`config.mk`:
```
export PLATFORM = sky130hd
export DESIGN_NAME = multicycle_datapath
export DESIGN_NICKNAME = d
export VERILOG_FILES = /design/src/rtl/multicycle_datapath.sv
export SDC_FILE = /design/constraint.sdc
export NUM_CORES = 1
export LEC_CHECK = 0
export ABC_CLOCK_PERIOD_IN_PS = 8300
export CORE_MARGIN = 4
export CORE_UTILIZATION = 35
export DETAILED_ROUTE_END_ITERATION = 8
export HOLD_SLACK_MARGIN = 0.02
export PLACE_DENSITY = 0.57
export REMOVE_ABC_BUFFERS = 1
export SKIP_CTS_REPAIR_TIMING = 1
export SYNTH_ARGS = -nofsm -noshare
export SYNTH_HDL_FRONTEND = slang
export SYNTH_SLANG_ARGS = --single-unit
export TNS_END_PERCENT = 100
```
`constraint.sdc`:
```
create_clock -name clk -period 8.3 [get_ports clk]
set_input_delay 1.66 -clock clk [delete_from_list [all_inputs] [get_ports clk]]
set_output_delay 1.66 -clock clk [all_outputs]
set_load 0.02 [all_outputs]
```
`src/rtl/multicycle_datapath.sv`:
```
// rtl/multicycle_datapath.sv - multi-cycle datapath: FSM control, PC, register bank, ALU, flags, req/ack memory ports
module multicycle_datapath #(
  parameter int DATA_W = 16,
  parameter int NREG = 8,
  parameter int ADDR_W = 16,
  parameter logic [ADDR_W-1:0] RESET_PC = '0,
  localparam int REG_AW = $clog2(NREG)
) (
  input  logic              clk,
  input  logic              PCrst_n,
  output logic              imem_req,
  output logic [ADDR_W-1:0] imem_addr,
  input  logic              imem_ack,
  input  logic [31:0]       imem_rdata,
  output logic              dmem_req,
  output logic              dmem_we,
  output logic [ADDR_W-1:0] dmem_addr,
  output logic [DATA_W-1:0] dmem_wdata,
  input  logic              dmem_ack,
  input  logic [DATA_W-1:0] dmem_rdata,
  output logic [ADDR_W-1:0] pc,
  output logic [3:0]        flags,
  output logic              halted,
  input  logic [REG_AW-1:0] dbg_raddr,
  output logic [DATA_W-1:0] dbg_rdata
);

  typedef enum logic [2:0] {S_FETCH, S_DECODE, S_EXEC, S_MEM, S_WB, S_HALT} state_t;

  localparam logic [2:0] C_ALU_RR = 3'd0;
  localparam logic [2:0] C_ALU_RI = 3'd1;
  localparam logic [2:0] C_LOAD   = 3'd2;
  localparam logic [2:0] C_STORE  = 3'd3;
  localparam logic [2:0] C_JUMP   = 3'd4;
  localparam logic [2:0] C_CALL   = 3'd5;
  localparam logic [2:0] C_NOP    = 3'd6;
  localparam logic [2:0] C_HALT   = 3'd7;

  localparam logic [2:0] F_ADD = 3'd0;
  localparam logic [2:0] F_SUB = 3'd1;
  localparam logic [2:0] F_AND = 3'd2;
  localparam logic [2:0] F_OR  = 3'd3;
  localparam logic [2:0] F_XOR = 3'd4;
  localparam logic [2:0] F_SHL = 3'd5;
  localparam logic [2:0] F_SHR = 3'd6;

  state_t            state;
  logic [31:0]       iw;
  logic [ADDR_W-1:0] pc_q;
  logic [ADDR_W-1:0] addr_q;
  logic [DATA_W-1:0] regs [NREG];
  logic [DATA_W-1:0] a_q;
  logic [DATA_W-1:0] b_q;
  logic [DATA_W-1:0] sd_q;
  logic [DATA_W-1:0] res_q;
  logic [3:0]        flags_q;
  logic              halted_q;
  logic              dmem_we_q;

  logic [2:0]        cls;
  logic [2:0]        fn;
  logic [3:0]        cond;
  logic [REG_AW-1:0] rd;
  logic [REG_AW-1:0] rs1;
  logic [REG_AW-1:0] rs2;
  logic [DATA_W-1:0] imm_d;
  logic [ADDR_W-1:0] imm_a;
  logic [ADDR_W-1:0] pc_inc;
  logic              unused_bits;

  assign cls    = iw[31:29];
  assign fn     = iw[28:26];
  assign cond   = iw[28:25];
  assign rd     = iw[21 +: REG_AW];
  assign rs1    = iw[17 +: REG_AW];
  assign rs2    = iw[0 +: REG_AW];
  assign imm_d  = DATA_W'(iw[15:0]);
  assign imm_a  = ADDR_W'(iw[15:0]);
  assign pc_inc = pc_q + ADDR_W'(1);
  assign unused_bits = ^{iw[24:16], iw[3:0]};

  function automatic logic [DATA_W-1:0] rreg(input logic [REG_AW-1:0] idx);
    return (idx == '0) ? '0 : regs[idx];
  endfunction

  logic [DATA_W:0]   sum;
  logic [DATA_W-1:0] alu_res;
  logic              alu_c;
  logic              alu_v;

  always_comb begin
    sum     = '0;
    alu_res = '0;
    alu_c   = 1'b0;
    alu_v   = 1'b0;
    case (fn)
      F_ADD: begin
        sum     = {1'b0, a_q} + {1'b0, b_q};
        alu_res = sum[DATA_W-1:0];
        alu_c   = sum[DATA_W];
        alu_v   = (a_q[DATA_W-1] == b_q[DATA_W-1]) && (alu_res[DATA_W-1] != a_q[DATA_W-1]);
      end
      F_SUB: begin
        // carry out of A + ~B + 1, so C=1 means no borrow
        sum     = {1'b0, a_q} + {1'b0, ~b_q} + {{DATA_W{1'b0}}, 1'b1};
        alu_res = sum[DATA_W-1:0];
        alu_c   = sum[DATA_W];
        alu_v   = (a_q[DATA_W-1] != b_q[DATA_W-1]) && (alu_res[DATA_W-1] != a_q[DATA_W-1]);
      end
      F_AND: alu_res = a_q & b_q;
      F_OR:  alu_res = a_q | b_q;
      F_XOR: alu_res = a_q ^ b_q;
      F_SHL: begin
        alu_res = {a_q[DATA_W-2:0], 1'b0};
        alu_c   = a_q[DATA_W-1];
      end
      F_SHR: begin
        alu_res = {1'b0, a_q[DATA_W-1:1]};
        alu_c   = a_q[0];
      end
      default: alu_res = b_q;
    endcase
  end

  logic cond_ok;

  always_comb begin
    cond_ok = 1'b0;
    case (cond)
      4'd0: cond_ok = 1'b1;
      4'd1: cond_ok = flags_q[0];
      4'd2: cond_ok = !flags_q[0];
      4'd3: cond_ok = flags_q[1];
      4'd4: cond_ok = !flags_q[1];
      4'd5: cond_ok = flags_q[2];
      4'd6: cond_ok = flags_q[3];
      default: cond_ok = 1'b0;
    endcase
  end

  always_ff @(posedge clk or negedge PCrst_n) begin
    if (!PCrst_n) begin
      state     <= S_FETCH;
      pc_q      <= RESET_PC;
      iw        <= '0;
      addr_q    <= '0;
      a_q       <= '0;
      b_q       <= '0;
      sd_q      <= '0;
      res_q     <= '0;
      flags_q   <= '0;
      halted_q  <= 1'b0;
      dmem_we_q <= 1'b0;
      for (int i = 0; i < NREG; i++) regs[i] <= '0;
    end else begin
      case (state)
        S_FETCH: begin
          if (imem_ack) begin
            iw    <= imem_rdata;
            state <= S_DECODE;
          end
        end
        S_DECODE: begin
          a_q   <= rreg(rs1);
          b_q   <= (cls == C_ALU_RR) ? rreg(rs2) : imm_d;
          sd_q  <= rreg(rd);
          state <= S_EXEC;
        end
        S_EXEC: begin
          case (cls)
            C_ALU_RR, C_ALU_RI: begin
              res_q   <= alu_res;
              flags_q <= {alu_v, alu_res[DATA_W-1], alu_c, alu_res == '0};
              state   <= S_WB;
            end
            C_LOAD, C_STORE: begin
              addr_q    <= ADDR_W'(a_q) + imm_a;
              dmem_we_q <= (cls == C_STORE);
              state     <= S_MEM;
            end
            C_JUMP: begin
              pc_q  <= cond_ok ? imm_a : pc_inc;
              state <= S_FETCH;
            end
            C_CALL: begin
              regs[NREG-1] <= DATA_W'(pc_inc);
              pc_q         <= imm_a;
              state        <= S_FETCH;
            end
            C_NOP: begin
              pc_q  <= pc_inc;
              state <= S_FETCH;
            end
            default: begin
              halted_q <= 1'b1;
              state    <= S_HALT;
            end
          endcase
        end
        S_MEM: begin
          // address, direction and store data stay frozen in registers until the ack
          if (dmem_ack) begin
            dmem_we_q <= 1'b0;
            if (dmem_we_q) begin
              pc_q  <= pc_inc;
              state <= S_FETCH;
            end else begin
              res_q <= dmem_rdata;
              state <= S_WB;
            end
          end
        end
        S_WB: begin
          if (rd != '0) regs[rd] <= res_q;
          pc_q  <= pc_inc;
          state <= S_FETCH;
        end
        default: state <= S_HALT;
      endcase
    end
  end

  // gating with reset drops the fetch request at once, since state already reads FETCH in reset
  assign imem_req   = (state == S_FETCH) && PCrst_n;
  assign imem_addr  = pc_q;
  assign dmem_req   = (state == S_MEM);
  assign dmem_we    = dmem_we_q;
  assign dmem_addr  = addr_q;
  assign dmem_wdata = sd_q;
  assign pc         = pc_q;
  assign flags      = flags_q;
  assign halted     = halted_q;
  assign dbg_rdata  = rreg(dbg_raddr);

endmodule
```
-- Word level (Yosys, flattened, before mapping)
Cells that the tools add are included.
- add/subtract/negate cells: 5
- order comparisons: 5
- eq/ne operators: 35
- muxes and demuxes: 44
- bitwise operators: 9
- reduce and logical (&&, ||, !) cells: 33
- operators with widths (operator ; number):
    2-to-1 mux 16 bit ; 22
    binary-select mux 16 bit (select 3 bit) ; 4
    bitwise mux 128 bit ; 1
    one-hot mux 16 bit (7 select lines) ; 1
    one-hot mux 16 bit (3 select lines) ; 2
    one-hot mux 16 bit (2 select lines) ; 2
    demux 16 bit (select 3 bit) ; 1
    adder 16 x 16 -> 17 bit ; 2
    equality test 3 bit, second input constant ; 7
    logical NOT 3 bit ; 7
    equality test 3 x 2 -> 1 bit, second input constant ; 6
    adder 17 x 1 -> 17 bit, second input constant ; 1
    adder 16 x 1 -> 16 bit, second input constant ; 1
    adder 16 bit ; 1
    bitwise AND 16 bit ; 1
    >= comparator 4 bit, second input constant ; 4
    logical NOT 16 bit ; 1
    inverter 16 bit ; 1
    inverter 3 -> 4 bit ; 4
    bitwise OR 16 bit ; 1
    XOR 16 bit ; 1
    one-hot mux 3 bit (5 select lines) ; 1
    equality test 4 x 3 -> 1 bit, second input constant ; 3
    AND reduction 2 bit ; 6
    other kinds (26) ; 50
- flip-flop bits (word level): 265
- bits of input ports: 55
- output and inout port bits: 88
- logic and storage cells: 150

-- Longest topological paths before layout
Gate-level depths: netlist of the first run.
- depth after elaboration: 8
- depth in mapped cells: 13
- depth with buffers taken out: 13

-- Worst setup path after synthesis of the first run
No wires, ideal clock.
- path kind: input-to-output
- from: input port dbg_raddr[0]
- to: output port dbg_rdata[10]
- arrival time: 3.378 ns
- setup slack: 3.262 ns
- cell stages on the path: 5
- path through: clkbuf_1 -> buf_1 -> mux4_2 -> nand2_1 -> o21ai_0
- word-level cells in the longest chain between the ends: 5
- RTL lines (element ; RTL line ; text):
    from (decl) ; 24 ; input logic [REG_AW-1:0] dbg_raddr,
    inverter 3 -> 4 bit (not written as such) ; 83 ; return (idx == '0) ? '0 : regs[idx];
    binary-select mux 16 bit (select 3 bit) ; 83 ;
    2-to-1 mux 16 bit (not written as such) (2 in a row) ; 83 ;
    2-to-1 mux 16 bit (*) ; 83 ;
    to (decl) ; 25 ; output logic [DATA_W-1:0] dbg_rdata
Every way passes the cells marked *; elsewhere a longest branch is shown, timed or not. The select of a mux whose other input is x is not followed.

-- Worst setup path in the final report of the first run
- from: input port dbg_raddr[1]
- to: output port dbg_rdata[12]
The elaborated chain is that of the path after synthesis.

==> results by group, run 1 <==
Routing
  – DR pass1 iterations: 6
  – Vias/cell: 5.98
  – Vias: roughly 16000
  – Routed WL: 63.0 mm
  – Routed Antenna Nets: 0
  – Routed WL per cell: 24.3 um
  – Initial DRC count: 1381
  – DRC: 0

Floorplan
  – Die ar.: 53900 um2
  – Boundary Pins: 143
  – Die X-Extent: approximately 230 um
  – Initial Utilization: 35.6%
  – Row count: 81
  – Core Footprint: 49400 um2
  – Die Y: between 200 and 250 um

Critical path
  – Critical-path cell list: clkdlybuf4s50_1, buf_4, nor2b_1, buf_4, a22oi_1, o21ai_0, clkdlybuf4s50_1
  – Critical Path Fanout Max: 34
  – Startpoint Class: input port
  – Critical path class: in2out
  – Critical Path Start: dbg_raddr[1]
  – Crit-path max cell delay: 0.69 ns
  – Bufs and invs on worst path: 4
  – CP endpoint: dbg_rdata[12]
  – Critical path's top delay family: buffers and inverters
  – Worst Path Arrival: 4.29 ns
  – Crit-path slowest cell: clkdlybuf4s50_1
  – Critical Path Stages: 7
  – Reg-to-reg slack, setup: 4.20 ns
  – Worst r2r src: a_q[0]$_DFFE_PN0N_
  – Crit end category: primary output
  – R2R depth: 13
  – R2R Path End: flags[0]$_DFFE_PN0P_
  – CP required: about 6.6 ns

STA
  – RSZ-0062 raised after global routing: no
  – Sum Neg Setup Slack: 0 ns
  – Fin crit share: 71.7%
  – # setup viols final: 0
  – Tmin final: 5.95 ns
  – Fin. Hold Viols: 0
  – Slew Limit Fails: 0
  – Fin Hold WS: approximately 0.48 ns
  – Max Clock Skew: 0.0113 ns
  – Achievable Freq: 168 MHz
  – Post-route setup slack: 2.35 ns
  – Worst rel slew slack: 19.1%
  – Actual slew at the worst max-slew pin: 1.21 ns

Cells and area
  – Filler cell count: roughly 4900
  – Fraction of layout cells with a size suffix above 1: ~18%
  – Fin nets: 2036
  – Area Overhead vs Synth: 16.3%
  – Fin util: 41.4%
  – Antenna Diode Count: 0

Worst hold path
  – Depth of the worst hold-timing path: 1
  – Hold Crit Class: reg2reg
  – Hold path start: halted$_DFFE_PN0P_

Global routing
  – Global route overflow: 0
  – First-pass GRT wire length: 95.6 mm
  – Initial antenna violation count: 0
  – Vias in the first global route: 15100
  – Largest net degree at the start of global routing: 152
  – Total GRT Usage: a little under a quarter

Yosys
  – Xor-xnor portion of the synthesized cell area: 1.34%
  – Post-synthesis compound-gate area fraction: roughly 20%
  – Top FF cell, synth: dfrtp_1
  – Area leader, netlist: dfrtp_1
  – Top cell type's share of synthesized area: 35.0%
  – Mapped Area: 17600 um2
  – Post-synthesis mux area share: a little over a fifth
  – Yosys warnings: 0
  – Post-synthesis adder-cell area fraction: between 5 and 6%
  – Post-synth EDFFs: 0
  – Post-synthesis sequential element count: 246
  – Async S/R FF share, synth: 100%
  – Cell variety after synth: 80
  – Synth area leaders: dfrtp_1 35%, mux2_2 12%, mux4_2 7.8%
  – Post-Syn Instances: 1859
  – Register area share after synthesis: between 30% and 40%
  – Synth Area in Simple Gates: 13.0%
  – Largest family of logic cells by synthesized area: multiplexers
  – Syn avg cell area: 9.46 um2

CTS
  – CTS tree: yes
  – Clock slew at reported path FFs: 0.06 ns
  – TritonCTS Buffers: 30
  – Htree depth: 1
  – Clk buf depth: 3
  – Clk Tree Root Cell: clkbuf_16
  – Skew-Pair Late Insertion Delay: 0.60 ns
  – Total clock sinks: approximately 250

Power
  – Power share of the sequential group: 28.1%
  – Comb pwr share: a little under three fifths
  – VDD IR max: approximately 0.27 mV
  – Lkg Pwr: 8.47 nW
  – Sw power: 4.43 mW
  – Internal power: 4.75 mW
  – Sw frac: 48.2%
  – Clock power share: 14.8%
  – Power per standard cell area: 449 nW/um2

Placement
  – Worst slack at placement: around 2.4 ns
  – Placer Congestion: slightly above 0.9
  – PortBufs: 139
  – Post-DP HPWL: around 44 mm

Flow run
  – Max_cap viols: 0

Run status
  – Outcome: complete, no violations
## cell type report
class	count	area, um2	share of cell area (%)
Multi-Input combinational cell	1396	10600	51.6
Sequential cell	246	6160	30.1
Timing Repair Buffer	169	1630	7.96
Clock buffer	44	883	4.32
Tap cell	664	831	4.06
Inverter	67	251	1.23
Clock inverter	11	139	0.679
## cell families (layout without fill, tap and decap cells)
group | Yosys count | count (layout)
xor+xnor | 27 | 27
flops | 246 | 246
fa+ha+maj | 71 | 71
compound gates | 531 | 531
buf+inv | 217 | 291
mux | 268 | 268
simple gates | 499 | 499
## power by group through the flow
stage                     combinational (mW)  sequential, mW  clock, mW
after floorplan                         3.14            2.59          0
after global placement                  5.13            2.55          0
after detailed placement                5.19            2.58          0
after CTS                               5.21            2.56       1.39
after global routing                    5.71            2.65       1.44
final                                   5.24            2.58       1.36
## registers in the layout, indices dropped and copies added, names as in the netlist, 4 cells and up
signal	count
flags	4
res_q	16
iw	29
regs	112
imem_addr	16
b_q	16
dmem_addr	16
a_q	16
dmem_wdata	16
## Yosys cell counts (8+ instances only)
master,count
dfrtp_1,246
mux2_2,181
nand2_1,169
o21ai_0,155
nor2_1,149
a21oi_1,128
clkbuf_1,100
ha_1,68
inv_1,66
a22oi_1,62
mux4_2,61
nor3_1,41
a211oi_1,26
mux2i_1,25
nand3_1,22
nor2b_1,21
a221oi_1,20
buf_2,17
buf_4,17
xor2_1,17
a31oi_1,16
nand2b_1,15
and3_1,14
buf_1,14
or3_1,13
nor4_1,11
o22ai_1,11
a21o_1,10
o21a_1,10
xnor2_1,10
and2_1,8
nor3b_1,8
o211ai_1,8
o31ai_1,8
## worst min path at each step
stage / endpoint / slack [ns]
2_1_floorplan: b_q[2]$_DFFE_PN0N_ / 0.50
3_3_place_gp: dmem_wdata[6]$_DFFE_PN0N_ / 0.47
3_5_place_dp: halted$_DFFE_PN0P_ / 0.46
4_1_cts: dmem_wdata[6]$_DFFE_PN0N_ / 0.48
5_1_grt: dmem_wdata[13]$_DFFE_PN0N_ / 0.49
6_report: halted$_DFFE_PN0P_ / 0.48
## metal layers
layer  GRT usage [%]  part of all wire, %  vias to the layer above
met3            3.04                  6.6                      103
met2            36.7                   46                      642
met1            32.3                   44                     7819
met5               0                    0                        -
met4            7.64                  3.3                        0
li1                -                    -                     6960
## metrics by stage
step | instances | instance area [um2] | total power [mW]
2_1_floorplan | 1709 | 16900 | 5.72
3_5_place_dp | 2542 | 19400 | 7.77
5_1_grt | 2597 | 20500 | 9.80
3_3_place_gp | 2542 | 19400 | 7.68
6_report | 2597 | 20500 | 9.18
4_1_cts | 2597 | 20500 | 9.16
## layout by cell type (no fill, tap or decap), drive strengths merged, types with 21 or more instances in the layout
cell type and instances:
dfrtp 246, mux2 182, nand2 169, o21ai 158, nor2 149, clkdlybuf4s50 137, a21oi 128, ha 68
inv 67, a22oi 62, mux4 61, clkbuf 44, nor3 41, buf 32, a211oi 27, mux2i 25
nand3 22, nor2b 21
(Power assumes the default switching activity.)
==> run 2, diff against run 1 <==
--- a/config.mk
+++ b/config.mk
@@ -5,7 +5,7 @@
 export SDC_FILE = /design/constraint.sdc
 export NUM_CORES = 1
 export LEC_CHECK = 0
-export ABC_CLOCK_PERIOD_IN_PS = 8300
+export ABC_CLOCK_PERIOD_IN_PS = 5900
 export CORE_MARGIN = 4
 export CORE_UTILIZATION = 35
 export DETAILED_ROUTE_END_ITERATION = 8
==> constraint.sdc (replaced) <==
create_clock -name clk -period 5.9 [get_ports clk]
set_input_delay 1.18 -clock clk [delete_from_list [all_inputs] [get_ports clk]]
set_output_delay 1.18 -clock clk [all_outputs]
set_load 0.02 [all_outputs]
==> results by group, run 2 (synthesis results as in run 1) <==
Placement
  – Post-DP HPWL: 44.3 mm (+1.7%)
  – Placed Instances: 2546 (+0.16%)
  – PortBufs: 139 (unchanged)
  – Placer Congestion: 0.947 (+2.7%)

Critical path
  – Crit end category: primary output
  – CP most frequent cell: clkdlybuf4s50_1
  – Critical path class: in2out
  – Critical-path cell list: clkdlybuf4s50_1, buf_4, mux2_2, a22oi_1, o21ai_0, clkdlybuf4s50_1
  – Critical path's top delay family: buffers and inverters
  – CP required: 4.72 ns (-1.92 ns)
  – Critical Path Fanout Max: 33 (-2.9%)
  – Crit-path max cell delay: 0.70 ns (about the same)
  – Bufs and invs on worst path: 3 (-1)
  – Worst Path Arrival: 3.55 ns (-0.74 ns)
  – Crit-path slowest cell: clkdlybuf4s50_1
  – Startpoint Class: input port

Power
  – Internal power: 6.61 mW (+39%)
  – Clock power share: 14.1% (-0.7 points)
  – Sw frac: 48.6% (+0.34 points)
  – Power after layout: 12.9 mW (+40%)
  – Power per standard cell area: 630 nW/um2 (+40%)
  – Sw power: 6.25 mW (+41%)
  – VDD IR max: 0.390 mV (+47%)
  – Comb pwr share: 57.7% (+0.6 points)
  – Power share of the sequential group: 28.2% (about the same)
  – Lkg Pwr: 8.46 nW (-0.21%)

Run status
  – Outcome: complete, no violations

Cells and area
  – Fraction of layout cells with a size suffix above 1: 18.3% (-0.080 points)
  – Fin nets: 2039 (+0.15%)
  – Commonest cells after routing, fill and taps aside: 244 x dfrtp_1, 181 x mux2_2, 169 x nand2_1
  – Area Overhead vs Synth: 16.0%
  – Layout Cells excl Fill: 2601 (+0.15%)
  – Most common cell after layout, fill and taps aside: dfrtp_1
  – Biggest register: regs
  – Max FFs per register: 112 (unchanged)
  – Largest registers: regs (112), iw (29)

Floorplan
  – Die X-Extent: 232 um (unchanged)
  – Die ar.: 53900 um2 (unchanged)
  – Die Y: 232 um (unchanged)
  – Boundary Pins: 143 (unchanged)
  – Initial Utilization: 35.6% (unchanged)
  – Core Footprint: 49400 um2 (unchanged)
  – Row count: 81 (unchanged)

CTS
  – Htree depth: 1 (unchanged)
  – CTS tree: yes
  – Clock slew at reported path FFs: 0.06 ns (about the same)
  – Total clock sinks: 246 (unchanged)
  – Clk Tree Root Cell: clkbuf_16
  – Clk buf depth: 3 (unchanged)
  – Skew-Pair Late Insertion Delay: 0.59 ns (about the same)
  – TritonCTS Buffers: 29 (-3.3%)

Global routing
  – Met2 GRT Util: 35.7% (-1.0 points)
  – M1 GR Usage: 33.4% (+1.1 points)
  – First-pass GRT wire length: 97.1 mm (+1.6%)
  – Initial antenna violation count: 0 (unchanged)
  – Total GRT Usage: 23.3% (+0.37 points)
  – Global route overflow: 0 (unchanged)
  – GRT busiest layer: met2
  – Largest net degree at the start of global routing: 157 (+3.3%)
  – Vias in the first global route: 15500 (+2.2%)
  – GRT met3 Usage: 3.29% (+0.25 points)

Routing
  – Routed Antenna Nets: 0 (unchanged)
  – DRC: 0 (unchanged)
  – Routed WL per cell: 24.5 um (+1.1%)
  – DR pass1 iterations: 6 (unchanged)
  – Initial DRC count: 1224 (-11%)
  – Routed WL: 63.8 mm (+1.3%)
  – Vias: 15500 (-0.26%)
  – Vias/cell: 5.95 (-0.41%)

STA
  – Worst rel slew slack: 7.37% (-12 points)
  – Sum Neg Setup Slack: 0 ns (unchanged)
  – # setup viols final: 0 (unchanged)
  – Max Clock Skew: 0.0104 ns (-0.000903 ns)
  – Actual slew at the worst max-slew pin: 1.39 ns (+0.178 ns)
  – Fin. Hold Viols: 0 (unchanged)
  – Achievable Freq: around 210 MHz
  – Fin crit share: 80.2%
  – RSZ-0062 raised after global routing: no
  – Tmin final: 4.73 ns
  – Slew Limit Fails: 0 (unchanged)

Worst hold path
  – Hold Crit Class: reg2reg

Flow run
  – Max_cap viols: 0 (unchanged)
run 2: power by group through the flow:
stage / combinational, mW / sequential (mW) / clock [mW]
after floorplan: 4.41 / 3.64 / 0
after global placement: 7.28 / 3.58 / 0
after detailed placement: 7.35 / 3.62 / 0
after CTS: 7.38 / 3.60 / 1.85
after global routing: 8.07 / 3.73 / 1.92
final: 7.42 / 3.62 / 1.82
run 2: worst min-delay path: stages (launching register included):
cell and delay, ns:
dfrtp_1 0.34, nand2_1 0.05, o21ai_0 0.06
run 2: final timing paths:
check                                            from                         end  slack, ns  depth (start not counted)
setup / recovery                         dbg_raddr[1]               dbg_rdata[13]       1.17                          6
hold / removal             dmem_wdata[10]$_DFFE_PN0N_  dmem_wdata[10]$_DFFE_PN0N_       0.48                          2
setup reg to reg                   a_q[0]$_DFFE_PN0N_        flags[0]$_DFFE_PN0P_       1.70                         13
hold reg to reg            dmem_wdata[10]$_DFFE_PN0N_  dmem_wdata[10]$_DFFE_PN0N_       0.48                          2
max in group asynchronous                     PCrst_n        regs[88]$_DFFE_PN0P_       3.93                          2
min in group asynchronous                     PCrst_n    dmem_addr[3]$_DFFE_PN0P_       0.64                          1
run 2: cell type report:
type,instances,area (um2)
Antenna cell,1,2.50
Clock buffer,46,860
Clock inverter,8,86.3
Fill cell,4936,28900
Inverter,67,251
Multi-Input combinational cell,1396,10600
Sequential cell,246,6160
Tap cell,664,831
Timing Repair Buffer,173,1660
run 2: through the flow:
step / hold slack, ns / util [%] / worst slack, ns / cell area, um2
global placement: 0.468 / 39.4 / 1.20 / 19500
finish: 0.480 / 41.4 / 1.17 / 20400
global route: 0.501 / 41.3 / 0.999 / 20400
floorplan: 0.497 / - / 1.99 / 16900
CTS: 0.484 / 41.3 / 1.21 / 20400
detailed placement: 0.470 / 39.4 / 1.21 / 19500
run 2: routing by layer:
layer | vias up | wire, um | part of all wire [%]
met5 | - | 0 | 0
met4 | 0 | 2730 | 4.3
met3 | 118 | 4070 | 6.4
met2 | 619 | 28500 | 45
met1 | 7774 | 28500 | 45
li1 | 6973 | - | -
==> run 3, diff against run 2 <==
--- a/config.mk
+++ b/config.mk
@@ -5,7 +5,7 @@
 export SDC_FILE = /design/constraint.sdc
 export NUM_CORES = 1
 export LEC_CHECK = 0
-export ABC_CLOCK_PERIOD_IN_PS = 5900
+export ABC_CLOCK_PERIOD_IN_PS = 4850
 export CORE_MARGIN = 4
 export CORE_UTILIZATION = 35
 export DETAILED_ROUTE_END_ITERATION = 8
==> constraint.sdc (replaced) <==
create_clock -name clk -period 4.85 [get_ports clk]
set_input_delay 0.97 -clock clk [delete_from_list [all_inputs] [get_ports clk]]
set_output_delay 0.97 -clock clk [all_outputs]
set_load 0.02 [all_outputs]
==> results by group, run 3 (synthesis results as in run 1) <==
Placement
  – Placed cell areas: 19600 um2 (+0.45%)
  – Placer Congestion: 0.935 (-1.3%)
  – Post-DP HPWL: 44.7 mm (+0.99%)
  – Placed Instances: 2555 (+0.35%)
  – PortBufs: 139 (unchanged)

CTS
  – Skew-Pair Late Insertion Delay: 0.60 ns (about the same)
  – Total clock sinks: 246 (unchanged)
  – Clk buf depth: 3 (unchanged)
  – Clk Tree Root Cell: clkbuf_16
  – CTS tree: yes
  – TritonCTS Buffers: 29 (unchanged)
  – Clock slew at reported path FFs: 0.06 ns (about the same)
  – Htree depth: 1 (unchanged)

Cells and area
  – Biggest register: regs
  – Area Overhead vs Synth: 17.0%
  – Antenna Diode Count: 0 (-1)
  – Layout Cells excl Fill: 2609 (+0.31%)
  – Sequential cell area: 6160 um2 (unchanged)
  – Fraction of layout cells with a size suffix above 1: 18.9% (+0.58 points)
  – Largest registers: regs (112), iw (29)
  – Fin area: 20600 um2 (+0.87%)
  – Footprint of the multi-input gates: 10600 um2 (about the same)
  – Fin nets: 2048 (+0.44%)
  – Filler cell count: 4811 (-2.5%)
  – Most common cell after layout, fill and taps aside: dfrtp_1
  – Max FFs per register: 112 (unchanged)
  – Commonest cells after routing, fill and taps aside: 244 x dfrtp_1, 181 x mux2_2, 169 x nand2_1

Routing
  – Routed Antenna Nets: 0 (unchanged)
  – Routed WL per cell: 24.3 um (-0.81%)
  – DRC: 0 (unchanged)
  – Routed WL: 63.5 mm (-0.50%)
  – Vias: 15500 (+0.21%)
  – Vias/cell: 5.95 (about the same)
  – DR pass1 iterations: 6 (unchanged)
  – Initial DRC count: 1154 (-5.7%)

Global routing
  – First-pass GRT wire length: 96.3 mm (-0.85%)
  – Largest net degree at the start of global routing: 152 (-3.2%)
  – Global route overflow: 0 (unchanged)
  – Vias in the first global route: 15200 (-1.5%)
  – Total GRT Usage: 23.1% (-0.27 points)
  – Initial antenna violation count: 0 (unchanged)

Power
  – Power per standard cell area: 771 nW/um2 (+22%)
  – VDD IR max: 0.625 mV (+60%)
  – Power after layout: 15.9 mW (+23%)
  – Lkg Pwr: 8.56 nW (+1.3%)

STA
  – Fin crit share: 89.4%
  – Fin. Hold Viols: 0 (unchanged)
  – Tmin final: 4.33 ns
  – Worst rel slew slack: 17.2% (+9.9 points)
  – Fin Hold WS: 0.270 ns (-0.210 ns)
  – Slew Limit Fails: 0 (unchanged)
  – Max Clock Skew: 0.0175 ns (+0.00713 ns)
  – Actual slew at the worst max-slew pin: 1.24 ns (-0.148 ns)
  – # setup viols final: 0 (unchanged)
  – Sum Neg Setup Slack: 0 ns (unchanged)
  – RSZ-0062 raised after global routing: no
  – Achievable Freq: between 200 and 250 MHz

Floorplan
  – Die X-Extent: 232 um (unchanged)
  – Core Footprint: 49400 um2 (unchanged)
  – Die Y: 232 um (unchanged)
  – Boundary Pins: 143 (unchanged)
  – Row count: 81 (unchanged)
  – Initial Utilization: 35.6% (unchanged)
  – Die ar.: 53900 um2 (unchanged)

Critical path
  – Crit end category: primary output
  – Worst Path Arrival: 3.36 ns (-0.19 ns)
  – Crit-path slowest cell: clkdlybuf4s50_1
  – Crit-path max cell delay: 0.70 ns (about the same)
  – Critical-path cell list: clkdlybuf4s50_1, buf_4, mux2_2, a22oi_1, o21ai_0, clkdlybuf4s50_1
  – Startpoint Class: input port
  – CP most frequent cell: clkdlybuf4s50_1
  – Critical Path Fanout Max: 33 (unchanged)
  – Critical path class: in2out
  – CP required: 3.88 ns (-0.84 ns)

Worst hold path
  – Hold Crit Class: in2async

Run status
  – Outcome: complete, no violations

Flow run
  – Max_cap viols: 0 (unchanged)
run 3: cell count changes in the layout (fill, tap and decap cells not counted), sizes merged:
cell,delta
bufinv,+3
clkinv,+3
clkinvlp,-1
buf,+9
diode,-1
clkbuf,-5
run 3: layout make-up:
class | count | area share, %
Sequential cell | 246 | 29.9
Clock inverter | 13 | 0.912
Inverter | 67 | 1.22
Timing Repair Buffer | 182 | 8.51
Multi-Input combinational cell | 1396 | 51.3
Tap cell | 664 | 4.04
Clock buffer | 41 | 4.13
run 3: path summary, 6_finish.rpt:
| path | startpoint | end | slack, ns | depth (start not counted) |
|---|---|---|---|---|
| max | dbg_raddr[1] | dbg_rdata[3] | 0.52 | 6 |
| min | PCrst_n | dmem_addr[1]$_DFFE_PN0P_ | 0.27 | 1 |
| max reg2reg | a_q[0]$_DFFE_PN0N_ | flags[0]$_DFFE_PN0P_ | 0.72 | 13 |
| min reg2reg | dmem_wdata[5]$_DFFE_PN0N_ | dmem_wdata[5]$_DFFE_PN0N_ | 0.48 | 2 |
| max in group asynchronous | PCrst_n | regs[26]$_DFFE_PN0P_ | 2.68 | 3 |
| min in group clk | dmem_wdata[5]$_DFFE_PN0N_ | dmem_wdata[5]$_DFFE_PN0N_ | 0.48 | 2 |
run 3: power breakdown:
part           internal (mW)  switching (mW)  total (mW)
clock                   1.44           0.956        2.39
sequential              2.94            1.48        4.42
combinational           3.89            5.17        9.06
total                   8.27            7.61        15.9
run 3: metrics by stage:
step                      setup WS, ns  utilization (%)
after global routing             0.446             41.7
after detailed placement         0.567             39.6
after global placement           0.598             39.6
after floorplan                   1.15                -
final                            0.516             41.7
after CTS                        0.541             41.7
run 3: metal layers:
metal,GRT usage [%],vias to the layer above,part of all wire (%)
met5,0,-,0
met4,7.57,0,3.3
met1,32.8,7851,45
met3,2.34,101,5.7
met2,37.0,578,46
li1,-,6987,-
run 3: critical path, delay by kind of cell:
| family | cells | cell delay, ns |
|---|---|---|
| AOI/OAI and AO/OA | 2 | 0.47 |
| buffers and inverters | 3 | 1.64 |
| muxes | 1 | 0.26 |
